**src/rtl/led_scan_pkg.sv**
```systemverilog
// Shared types and helpers for the LED demux scan sequencer.
package led_scan_pkg;

  typedef enum logic [1:0] {
    ST_IDLE   = 2'b00,
    ST_MANUAL = 2'b01,
    ST_SCAN   = 2'b10,
    ST_PAUSE  = 2'b11
  } state_t;

  localparam int   NUM_OUT = 4;
  localparam int   SEL_W   = 2;
  localparam logic DIR_UP  = 1'b0;
  localparam logic DIR_DN  = 1'b1;

  // Select after one scan step; the 2-bit result wraps modulo NUM_OUT.
  function automatic logic [SEL_W-1:0] step_sel(input logic [SEL_W-1:0] sel,
                                                input logic             dir);
    return (dir == DIR_DN) ? sel - SEL_W'(1) : sel + SEL_W'(1);
  endfunction

  function automatic logic step_wraps(input logic [SEL_W-1:0] sel,
                                      input logic             dir);
    return (dir == DIR_DN) ? (sel == '0) : (sel == SEL_W'(NUM_OUT - 1));
  endfunction

endpackage

```
**src/rtl/led_scan_ctrl_tick.sv**
```systemverilog
// Scan prescaler: counts 0..PRESCALE-1 while running; o_tick flags the terminal count.
module scan_tick_gen
  import led_scan_pkg::*;
#(
  parameter int PRESCALE = 100_000_000
) (
  input  logic clk,
  input  logic rst_n,
  input  logic i_run,
  input  logic i_clr,
  output logic o_tick
);

  localparam int                CNT_W = $clog2(PRESCALE);
  localparam logic [CNT_W-1:0]  LAST  = CNT_W'(PRESCALE - 1);

  logic [CNT_W-1:0] r_cnt;

  always_ff @(posedge clk or negedge rst_n) begin
    if (!rst_n) begin
      r_cnt <= '0;
    end else if (i_clr) begin
      r_cnt <= '0;
    end else if (i_run) begin
      r_cnt <= (r_cnt == LAST) ? '0 : r_cnt + CNT_W'(1);
    end
  end

  assign o_tick = (r_cnt == LAST);

endmodule

```
**src/rtl/led_scan_ctrl.sv**
```systemverilog
// LED demux sequencer: manual pass-through or prescaled auto scan with pause/resume.
// Optional macro LED_SCAN_BLINK_EN: the selected LED blinks while paused.
module led_scan_ctrl
  import led_scan_pkg::*;
#(
  parameter int PRESCALE = 100_000_000
) (
  input  logic             clk,
  input  logic             rst_n,
  input  logic [SEL_W-1:0] sw,
  input  logic             mode_auto,
  input  logic             start,
  input  logic             pause,
  input  logic             stop,
  input  logic             dir,
  output logic [SEL_W-1:0] demux_ctrl,
  output logic             demux_en,
  output logic             wrap,
  output logic [1:0]       state_o
);

  state_t           r_state, w_state_d;
  logic [SEL_W-1:0] r_ctrl, w_ctrl_d;
  logic             r_en, w_en_d;
  logic             r_wrap, w_wrap_d;
  logic             w_run, w_clr, w_tick;

  scan_tick_gen #(.PRESCALE(PRESCALE)) u_tick (
    .clk    (clk),
    .rst_n  (rst_n),
    .i_run  (w_run),
    .i_clr  (w_clr),
    .o_tick (w_tick)
  );

  always_ff @(posedge clk or negedge rst_n) begin
    if (!rst_n) begin
      r_state <= ST_IDLE;
      r_ctrl  <= '0;
      r_en    <= 1'b0;
      r_wrap  <= 1'b0;
    end else begin
      r_state <= w_state_d;
      r_ctrl  <= w_ctrl_d;
      r_en    <= w_en_d;
      r_wrap  <= w_wrap_d;
    end
  end

  // Command priority is stop > pause > start in every state.
  always_comb begin
    w_state_d = r_state;
    w_ctrl_d  = r_ctrl;
    w_en_d    = r_en;
    w_wrap_d  = 1'b0;
    w_run     = 1'b0;
    w_clr     = 1'b0;
    case (r_state)
      ST_IDLE: begin
        w_en_d = 1'b0;
        if (!stop && !pause && start) begin
          w_en_d = 1'b1;
          if (mode_auto) begin
            w_state_d = ST_SCAN;
            w_ctrl_d  = (dir == DIR_DN) ? SEL_W'(NUM_OUT - 1) : '0;
            w_clr     = 1'b1;
          end else begin
            w_state_d = ST_MANUAL;
          end
        end
      end
      ST_MANUAL: begin
        if (stop) begin
          w_state_d = ST_IDLE;
          w_en_d    = 1'b0;
        end else begin
          w_ctrl_d = sw;
        end
      end
      ST_SCAN: begin
        if (stop) begin
          w_state_d = ST_IDLE;
          w_en_d    = 1'b0;
          w_clr     = 1'b1;
        end else if (pause) begin
          // Pausing on the step cycle swallows the step and restarts the period.
          w_state_d = ST_PAUSE;
          w_clr     = w_tick;
        end else begin
          w_run = 1'b1;
          if (w_tick) begin
            w_ctrl_d = step_sel(r_ctrl, dir);
            w_wrap_d = step_wraps(r_ctrl, dir);
          end
        end
      end
      ST_PAUSE: begin
        if (stop) begin
          w_state_d = ST_IDLE;
          w_en_d    = 1'b0;
          w_clr     = 1'b1;
        end else if (!pause && start) begin
          w_state_d = ST_SCAN;
`ifdef LED_SCAN_BLINK_EN
          w_clr  = 1'b1;
          w_en_d = 1'b1;
`endif
        end else begin
`ifdef LED_SCAN_BLINK_EN
          w_run = 1'b1;
          if (w_tick) w_en_d = ~r_en;
`endif
        end
      end
      default: w_state_d = ST_IDLE;
    endcase
  end

  assign demux_ctrl = r_ctrl;
  assign demux_en   = r_en;
  assign wrap       = r_wrap;
  assign state_o    = r_state;

endmodule

```
**config.mk**
```make
export PLATFORM = sky130hd
export DESIGN_NAME = led_scan_ctrl
export DESIGN_NICKNAME = d
export VERILOG_FILES = /design/src/rtl/led_scan_pkg.sv /design/src/rtl/led_scan_ctrl_tick.sv /design/src/rtl/led_scan_ctrl.sv
export SDC_FILE = /design/constraint.sdc
export NUM_CORES = 1
export LEC_CHECK = 0
export CELL_PAD_IN_SITES_DETAIL_PLACEMENT = 2
export CELL_PAD_IN_SITES_GLOBAL_PLACEMENT = 2
export CORE_MARGIN = 4
export CORE_UTILIZATION = 37
export CTS_BUF_LIST = sky130_fd_sc_hd__clkbuf_16
export DETAILED_ROUTE_END_ITERATION = 12
export PLACE_DENSITY = 0.82
export RECOVER_POWER = 50
export SYNTH_ARGS = -nofsm -noshare
export SYNTH_HDL_FRONTEND = slang
export SYNTH_SLANG_ARGS = --single-unit
export TNS_END_PERCENT = 10
```
**constraint.sdc**
```tcl
create_clock -name clk -period 2.5 [get_ports clk]
set_input_delay 0.375 -clock clk [delete_from_list [all_inputs] [get_ports clk]]
set_output_delay 0.375 -clock clk [all_outputs]
set_load 0.02 [all_outputs]
```
==> summary.txt, run 1 <==
FF+latch count, synth = 33
Final min period = 2340 ps
status = finished clean
clk sink count = 33
CTS tree = yes
P per Cell Area = 802 mW/mm²
chip height = 84.4 µm
Remaining Overflow, GRT = 0
first-pass GRT wire length = 11,800 µm
Routed WL = 6700 µm
final-layout fill cell count = 622
CTS buffer count = 5
pin count of the biggest net entering global routing = 51
Layout Nets = 271
critical path class = reg2reg
Initial Util = 38.8%
GP Congestion = 0.851
Root Driver = clkbuf_16
clk slew on worst S/H paths = 50 ps
Mapped Nets = 246
Starting DRT DRC Count = 116
initial antenna violation count = 0
RSZ-0062 raised after global routing = false
IO Pins = 15
crit end category = register
Post-CTS Setup Bufs = 0
Synth Flop Type = dfrtp_1
remaining antenna violation count = 0
Post-synth EDFFs = 0
htree depth = 2
Worst-Skew Late Latency = 280 ps
area of the mapped netlist = 0.00216 mm²
Port-buffer cells = 14
GRT Overall Usage = 20.6%
Worst path max stage delay = 450 ps
layout cell share with drive strength beyond 1 = 12.5%
Hold Path Class = reg2reg
crit start category = register
cell row count = 27
maxcap violations = 0
die area = 0.00713 mm²
DR pass1 iterations = 4
Worst-Margin Slew = 894 ps
Slew Viols, Final = 0
Slew HR = 40.4%
Syn Inst Count = 230
Cell variety after synth = 53
vias = 1,997
FF/Latch Area = 826 µm²
Async S/R FF share, synth = 100%
Worst EP arrival = 2500 ps
CTS max path bufs = 2
WHS = 543 ps
synth warn = 0
fmax = 0.427 GHz
antenna fix cells = 0
Finish-stage setup viols = 0
Slowest-stage cell, CP = dfrtp_1
crit-path cells = nor4b_1, nand4_2, nor4_4, o21ai_4, a221o_1
Via density = 6.09
Worst IR Drop VDD = 0.545 mV
DR WL/cell = 20.4 µm
multi-input gate area in the final layout = 0.00127 mm²
Leak = 1.24 nW
estimated wirelength of the detail-placed design = 4520 µm
drt drc = 0
Core ar. = 0.00557 mm²
sequential fraction of the synthesis area = 38.2%
final design utilization = 46.7%
final hold viol count = 0
die width = 84.4 µm
area grow syn2layout = 20.5%
number of global-route vias before repair = 2,272
Syn Area/Cell = 9.40 µm²
Layout Skew = 4.97 ps
WP data required = 2660 ps
fin crit share = 93.7%
Max FO, Critical Path = 25
[cell usage after synthesis, types with 3 or more instances]
cell	n	area, µm²
dfrtp_1	33	826
nor3_1	6	30.0
ha_1	7	87.6
mux2i_1	3	30.0
a21oi_1	11	55.1
a31oi_1	3	18.8
inv_1	7	26.3
o211a_1	3	30.0
nand2b_1	3	18.8
nand4_1	8	50.1
a221o_1	20	200
nand2_1	18	67.6
clkbuf_1	6	22.5
and3_1	17	106
nor3b_1	4	30.0
nand3_1	8	40.0
nor2_1	24	90.1
[final cells by class]
cell class,count,share of cell area (%)
timing repair buffer,28,9.80
inverter,7,1.01
tap,72,3.46
clock inverter,3,0.480
multi-input combinational,180,48.8
sequential,33,31.7
clock buffer,5,4.80
[path summary, 6_finish.rpt]
kind / from / to / slack, ps / depth (start not counted)
worst max-delay path: u_tick.r_cnt[17] / u_tick.r_cnt[5] / 160 / 5
worst min-delay path: demux_en / demux_en / 540 / 2
worst max register to register: u_tick.r_cnt[17] / u_tick.r_cnt[5] / 160 / 5
worst min register to register: demux_en / demux_en / 540 / 2
max in group asynchronous: rst_n / u_tick.r_cnt[19] / 1190 / 2
min in group asynchronous: rst_n / u_tick.r_cnt[2] / 760 / 2
[where the power goes]
part	internal, mW	leakage [nW]	switching [mW]
clock network	0.360	0.0687	0.228
registers	0.587	0.452	0.0563
logic	0.354	0.720	0.504
[cell families after synthesis]
group / after synthesis / share of synthesized area, %
and+or+nand+nor: 111 / 29.7
AOI/OAI and AO/OA: 55 / 21.0
DFF: 33 / 38.2
buffers and inverters: 17 / 3.70
adders and majority gates: 7 / 4.05
muxes: 6 / 2.95
xor gates and xnor gates: 1 / 0.405
[stage by stage]
| step | setup slack (ps) | std cells | power (mW) | TNS [ps] | instance area [µm²] |
|---|---|---|---|---|---|
| finish | 157 | 328 | 2.09 | 0 | 2610 |
| global route | 21.0 | 328 | 2.25 | 0 | 2610 |
| CTS | 96.0 | 328 | 2.11 | 0 | 2600 |
| detailed placement | -199 | 320 | 1.49 | -4260 | 2460 |
| global placement | -109 | 320 | 1.45 | -2100 | 2460 |
| floorplan | 272 | 230 | 1.19 | 0 | 2160 |
[cells in the final DEF (no fill, tap or decap), types with 2 or more instances in the layout]
cell type         n
dfrtp_1          33
nor2_1           24
a221o_1          20
nand2_1          18
and3_1           17
buf_4            12
a21oi_1          11
clkdlybuf4s50_1  11
nand4_1           8
nand3_1           8
inv_1             7
ha_1              7
nor3_1            6
clkbuf_16         5
nor3b_1           4
nand2b_1          3
o211a_1           3
a31oi_1           3
mux2i_1           3
dlygate4sd3_1     3
and4_1            2
nand4_2           2
or3_1             2
or2_1             2
o221ai_1          2
nor4_2            2
nor2b_1           2
and3b_1           2
a211o_1           2
o211ai_1          2
mux2_2            2
clkinv_1          2
[critical path: cells and delay by family (launching register included)]
| kind | cells | cell delay, ps |
|---|---|---|
| and+or+nand+nor | 3 | 1070 |
| AOI/OAI and AO/OA | 2 | 690 |
| DFF | 1 | 450 |
[repair_timing]
action / in CTS / in global routing
gates cloned: 0 / 0
resized for setup: 1 / 1
setup endpoints to repair: 25 / 19
hold buffers: 0 / 0
endpoints found under the hold margin: 0 / 0
[registers in the layout, summed over array words and instances (netlist names)]
register	flops
state_o	2
demux_en	1
demux_ctrl	2
wrap	1
u_tick.r_cnt	27
[metal layers]
layer | vias to the layer above | track usage, % | part of all wire, %
met5 | - | 0 | 0
met4 | 0 | 5.90 | 1.4
met3 | 11 | 3.63 | 2.3
met2 | 24 | 35.7 | 51
met1 | 1023 | 26.2 | 45
li1 | 939 | - | -
No activity file was read; power rests on OpenSTA's default activity.
==> run 2: changes to the inputs <==
--- a/config.mk
+++ b/config.mk
@@ -8,12 +8,13 @@
 export CELL_PAD_IN_SITES_DETAIL_PLACEMENT = 2
 export CELL_PAD_IN_SITES_GLOBAL_PLACEMENT = 2
 export CORE_MARGIN = 4
-export CORE_UTILIZATION = 37
+export CORE_UTILIZATION = 36
 export CTS_BUF_LIST = sky130_fd_sc_hd__clkbuf_16
 export DETAILED_ROUTE_END_ITERATION = 12
-export PLACE_DENSITY = 0.82
+export PLACE_DENSITY = 0.81
 export RECOVER_POWER = 50
 export SYNTH_ARGS = -nofsm -noshare
 export SYNTH_HDL_FRONTEND = slang
+export SYNTH_HIERARCHICAL = 1
 export SYNTH_SLANG_ARGS = --single-unit
 export TNS_END_PERCENT = 10
==> summary.txt, run 2 <==
status = finished with violations
failing checks = setup timing
Mapped Nets = 249 (+1.2%)
critical path class = reg2reg
Sw Pwr = 986 µW (+25%)
WHS = 599 ps (+56.3 ps)
vias = 2,371 (+19%)
RSZ-0062 raised after global routing = true
Worst EP arrival = 3360 ps (+860 ps)
htree depth = 2 (unchanged)
initial antenna violation count = 1 (+1)
Worst-Margin Slew = 874 ps (-19.6 ps)
Initial Util = 37.6% (-1.2 points)
Buf+Inv Stages, Crit Path = 1 (+1)
Hold Path Class = reg2reg
leading area contributor after synthesis = dfrtp_1
first-pass GRT wire length = 17,300 µm (+46%)
Via density = 6.24 (+2.5%)
Reg power frac = 28.0% (-2.8 points)
Worst-Skew Late Latency = 290 ps (about the same)
Port-buffer cells = 14 (unchanged)
fin crit share = 127% (+33 points)
Syn Area/Cell = 8.97 µm² (-4.6%)
Synth Flop Type = dfrtp_1
Non-Filler Instances = 380 (+16%)
number of global-route vias before repair = 2,623 (+15%)
Async S/R FF share, synth = 100% (unchanged)
Layout Nets = 325 (+20%)
chip height = 84.0 µm (-0.49%)
IO Pins = 15 (unchanged)
crit-path cells = or4_4, nor4_4, nand3_2, inv_2, nand3_4, a31oi_4, o2111ai_4, or3_4, nor4_4, xnor2_1, nor2_1
final hold viol count = 0 (unchanged)
Syn Inst Count = 232 (+0.87%)
Remaining Overflow, GRT = 0 (unchanged)
Finish-stage setup viols = 20 (+20)
most frequent cells after synthesis = 33 x dfrtp_1, 30 x nor2_1, 22 x nand2_1
Post-synth EDFFs = 0 (unchanged)
Starting DRT DRC Count = 166 (+43%)
area grow syn2layout = 49.6%
WP data required = 2680 ps (+20 ps)
most frequent cell after synthesis = dfrtp_1
CTS tree = yes
Logic pwr share = 47.3% (+6.2 points)
max FFs per register = 27 (unchanged)
estimated wirelength of the detail-placed design = 5820 µm (+29%)
sequential fraction of the synthesis area = 39.7% (+1.5 points)
Slew HR = 41.7% (+1.3 points)
GP Congestion = 0.835 (-1.9%)
clk sink count = 33 (unchanged)
Core ar. = 0.00554 mm² (-0.61%)
pin count of the biggest net entering global routing = 34 (-33%)
Worst IR Drop VDD = 0.650 mV (+19%)
maxcap violations = 0 (unchanged)
die width = 84.0 µm (-0.49%)
GRT Overall Usage = 32.7% (+12 points)
FF+latch count, synth = 33 (unchanged)
fmax = 0.315 GHz (-26%)
cell row count = 27 (unchanged)
antenna fix cells = 0 (unchanged)
most common cell after layout, fill and taps aside = buf_4
Sw Share = 41.2% (+3.5 points)
clk slew on worst S/H paths = 60 ps (about the same)
Final min period = 3180 ps (+834 ps)
Cell variety after synth = 45 (-15%)
Post-CTS Hold Buffers = 0 (unchanged)
Slew Viols, Final = 0 (unchanged)
Layout Skew = 11.7 ps (+6.78 ps)
share of the synthesized area in the top cell type = 39.7% (+1.5 points)
dpl cells = 362 (+13%)
Final Power = 2.39 mW (+15%)
critical path's top delay family = simple AND/OR/NAND/NOR gates
Max FO, Critical Path = 6 (-76%)
Slowest-stage cell, CP = or4_4
die area = 0.00706 mm² (-0.98%)
Root Driver = clkbuf_16
largest reg by FF count = u_tick/r_cnt
Leak = 1.34 nW (+7.8%)
Clock power frac = 24.7% (-3.4 points)
P per Cell Area = 769 mW/mm² (-4.1%)
Final WS setup = -677 ps (-834 ps)
DR WL/cell = 32.1 µm (+57%)
commonest cells after routing, fill and taps aside = 58 x buf_4, 33 x dfrtp_1, 22 x nor2_1, 22 x nand2_1, 17 x a21oi_1
crit start category = register
remaining antenna violation count = 0 (unchanged)
fin area = 0.00311 mm² (+20%)
DR pass1 iterations = 4 (unchanged)
Area contributors post-synth = dfrtp_1 40%, xnor2_1 5.5%, nor2_1 5.4%
Worst path max stage delay = 560 ps (+110 ps)
drt drc = 0 (unchanged)
most used cell, CP = nor4_4
post-placement cell area = 0.00274 mm² (+11%)
Pint = 1.41 mW (+8.2%)
layout cell share with drive strength beyond 1 = 38.0% (+25 points)
area of the mapped netlist = 0.00208 mm² (-3.8%)
CTS buffer count = 5 (unchanged)
CTS max path bufs = 2 (unchanged)
synth warn = 6 (+6)
crit end category = register
Routed WL = 12,200 µm (+82%)
[run 2: final timing paths]
path,from,end,slack (ps),depth (start not counted)
max in group asynchronous,rst_n,u_tick/r_cnt[20],1190,2
worst min register to register,demux_en,demux_en,600,2
worst max-delay path,u_tick/r_cnt[19],u_tick/r_cnt[19],-680,11
worst max register to register,u_tick/r_cnt[19],u_tick/r_cnt[19],-680,11
worst min-delay path,demux_en,demux_en,600,2
min in group asynchronous,rst_n,u_tick/r_cnt[3],750,2
[run 2: routing by layer]
layer  GRT usage (%)  routed length [µm]  vias up
met1            38.6                4600     1216
li1                -                   -      973
met3            7.01                 709       56
met2            57.5                6100      124
met4            12.1                 766        2
met5               0                  19        -
[run 2: through the flow]
step / worst slack [ps] / TNS (ps) / util (%)
5_1_grt: -749 / -8680 / 56.2
2_1_floorplan: -404 / -2800 / -
3_3_place_gp: -294 / -3160 / 49.4
3_5_place_dp: -453 / -5550 / 49.4
6_report: -677 / -7330 / 56.2
4_1_cts: -441 / -2860 / 54.4
[run 2: cell families after synthesis]
| group | count (synthesis) | share of synthesized area, % |
|---|---|---|
| flops | 33 | 39.7 |
| compound gates | 36 | 10.5 |
| mux | 6 | 3.31 |
| xor+xnor | 18 | 7.58 |
| fa+ha+maj | 8 | 4.81 |
| buf+inv | 18 | 4.15 |
| simple gates | 113 | 29.9 |
[run 2: power groups by stage]
stage               clock, mW  sequential (mW)  combinational (mW)
finish                  0.591            0.671                1.13
global route            0.639            0.678                1.16
CTS                     0.584            0.657                1.01
detailed placement          0            0.662               0.892
global placement            0            0.654               0.839
floorplan                   0            0.703               0.468
[run 2: cell type report]
cell class                      instances  area [µm²]
Timing Repair Buffer                   76         634
Fill cell                             578        2430
Inverter                               11        41.3
Clock buffer                            5         125
Multi-Input combinational cell        181        1390
Clock inverter                          2        7.51
Sequential cell                        33         826
Tap cell                               72        90.1
[run 2: worst register-to-register path, delay by kind of cell (launching register included)]
kind / cells / cell delay [ps]
buffers and inverters: 1 / 140
xor gates and xnor gates: 1 / 150
AOI/OAI and AO/OA: 2 / 340
DFF: 1 / 390
and+or+nand+nor: 7 / 2050
[run 2: repair_timing]
item | CTS | global route
endpoints found under the setup margin | 28 | 23
buffers inserted | 5 | 8
pin swaps | 9 | 15
gates resized for setup | 25 | 15
==> run 3: changes to the inputs <==
--- a/config.mk
+++ b/config.mk
@@ -17,4 +17,4 @@
 export SYNTH_HDL_FRONTEND = slang
 export SYNTH_HIERARCHICAL = 1
 export SYNTH_SLANG_ARGS = --single-unit
-export TNS_END_PERCENT = 10
+export TNS_END_PERCENT = 20
==> summary.txt, run 3 (same netlist as run 2, synthesis figures left out) <==
Core ar. = 0.00554 mm² (unchanged)
WP data required = 2660 ps (-20 ps)
Layout Nets = 326 (+0.31%)
DR pass1 iterations = 5 (+1)
FF/Latch Area = 826 µm² (unchanged)
Finish-stage setup viols = 28 (+40%)
Leak = 1.36 nW (+1.6%)
Port-buffer cells = 14 (unchanged)
CTS max path bufs = 2 (unchanged)
final hold viol count = 0 (unchanged)
Clock power frac = 24.9% (+0.2 points)
Layout Skew = 5.75 ps (-5.99 ps)
Routed WL = 12,400 µm (+1.9%)
estimated wirelength of the detail-placed design = 5820 µm (unchanged)
Pint = 1.41 mW (about the same)
Worst-Skew Late Latency = 290 ps (about the same)
fin area = 0.00314 mm² (+0.84%)
Via density = 6.35 (+1.7%)
Sw Share = 40.7% (-0.49 points)
multi-input gate area in the final layout = 0.00141 mm² (+1.4%)
Initial Util = 37.6% (unchanged)
post-placement cell area = 0.00274 mm² (unchanged)
total negative slack = -9050 ps (-1720 ps)
Slew HR = 38.2% (-3.5 points)
Remaining Overflow, GRT = 0 (unchanged)
most common cell after layout, fill and taps aside = buf_4
die area = 0.00706 mm² (unchanged)
crit start category = register
top sig layer = met4
dpl ws = -453 ps (unchanged)
cell row count = 27 (unchanged)
Worst-Margin Slew = 927 ps (+52.8 ps)
maxcap violations = 0 (unchanged)
Worst IR Drop VDD = 0.624 mV (-4.1%)
vias = 2,418 (+2.0%)
final design utilization = 56.7% (+0.47 points)
fin crit share = 129% (+2.3 points)
failing checks = setup timing
met2 routed WL = 6340 µm (+4.0%)
fmax = 0.309 GHz (-1.8%)
Max FO, Critical Path = 6 (unchanged)
max FFs per register = 27 (unchanged)
P per Cell Area = 756 mW/mm² (-1.7%)
Post-CTS Hold Buffers = 0 (unchanged)
GRT Overall Usage = 32.7% (unchanged)
most used cell, CP = nor4_4
critical path class = reg2reg
DR WL/cell = 32.6 µm (+1.6%)
antenna fix cells = 0 (unchanged)
Hold Path Class = reg2reg
chip height = 84.0 µm (unchanged)
GP Congestion = 0.835 (unchanged)
drt drc = 0 (unchanged)
status = finished with violations
Worst EP arrival = 3400 ps (+40 ps)
commonest cells after routing, fill and taps aside = 59 x buf_4, 33 x dfrtp_1, 22 x nor2_1, 22 x nand2_1, 17 x a21oi_1
Reg power frac = 27.9% (about the same)
RSZ-0062 raised after global routing = true
number of global-route vias before repair = 2,618 (-0.19%)
initial antenna violation count = 0 (-1)
first-pass GRT wire length = 17,200 µm (about the same)
Final min period = 3230 ps (+56.8 ps)
Sw Pwr = 966 µW (-2.0%)
IO Pins = 15 (unchanged)
clk slew on worst S/H paths = 50 ps (about the same)
htree depth = 2 (unchanged)
clk sink count = 33 (unchanged)
Slew Viols, Final = 0 (unchanged)
Logic pwr share = 47.2% (about the same)
Final WS setup = -734 ps (-56.8 ps)
Slowest-stage cell, CP = or4_4
wire length on met3 = 790 µm (+11%)
area grow syn2layout = 50.9%
critical path's top delay family = simple AND/OR/NAND/NOR gates
remaining antenna violation count = 0 (unchanged)
CTS buffer count = 5 (unchanged)
Starting DRT DRC Count = 231 (+39%)
final-layout fill cell count = 554 (-4.2%)
Root Driver = clkbuf_16
dpl cells = 362 (unchanged)
Non-Filler Instances = 381 (+0.26%)
Hold Path Origin = demux_en
CTS tree = yes
largest reg by FF count = u_tick/r_cnt
met1 wire length = 4820 µm (+4.8%)
Buf+Inv Stages, Crit Path = 2 (+1)
crit-path cells = or4_4, nor4_4, nand3_2, inv_2, nand3_4, a31oi_4, o2111ai_4, or3_4, buf_4, nor4_4, xnor2_1, nor2_1
pin count of the biggest net entering global routing = 34 (unchanged)
Critical Path Source = u_tick/r_cnt[19]
Worst path max stage delay = 570 ps (about the same)
layout cell share with drive strength beyond 1 = 38.5% (+0.52 points)
die width = 84.0 µm (unchanged)
crit end category = register
worst r2r src = u_tick/r_cnt[19]
## run 3: power by group through the flow
stage	Combinational, mW	Sequential [mW]	Clock (mW)
3_5_place_dp	0.892	0.662	0
5_1_grt	1.16	0.666	0.630
4_1_cts	1.01	0.657	0.584
3_3_place_gp	0.839	0.654	0
2_1_floorplan	0.468	0.703	0
6_report	1.12	0.662	0.591
## run 3: worst paths after layout
check / endpoint / slack [ps] / depth (start not counted)
setup / recovery: u_tick/r_cnt[21] / -730 / 12
hold / removal: demux_en / 580 / 2
setup reg to reg: u_tick/r_cnt[21] / -730 / 12
hold reg to reg: demux_en / 580 / 2
max in group asynchronous: u_tick/r_cnt[1] / 1150 / 2
min in group asynchronous: u_tick/r_cnt[6] / 770 / 2
## run 3: layout make-up
class | count | share of cell area [%]
clock buffers | 5 | 3.99
clock inverters | 2 | 0.239
inverters | 11 | 1.32
multi-input cells | 181 | 44.8
flip-flops and latches | 33 | 26.3
well taps | 72 | 2.87
repair buffers | 77 | 20.4
## run 3: repair_timing
item	in CTS	in global routing
setup buffers	5	9
pin swaps	9	15
endpoints found under the setup margin	28	23
endpoints found under the hold margin	0	0
gates resized for setup	25	18
cloned	0	0
## run 3: worst register-to-register path, stage by stage, from the launching register on
cell	delay, ps
dfrtp_1	390
or4_4	570
nor4_4	310
nand3_2	170
inv_2	120
nand3_4	100
a31oi_4	250
o2111ai_4	150
or3_4	460
buf_4	170
nor4_4	170
xnor2_1	180
nor2_1	80
## run 3: layer usage
metal | vias to the layer above | GRT usage, %
met1 | 1246 | 38.5
met4 | 0 | 12.1
met2 | 151 | 57.7
li1 | 974 | -
met5 | - | 0
met3 | 47 | 7.01
## run 3: through the flow
step                hold WS, ps  total power, mW
floorplan                  79.4             1.17
global placement            519             1.49
detailed placement          540             1.55
CTS                         526             2.25
global route                599             2.46
finish                      577             2.37
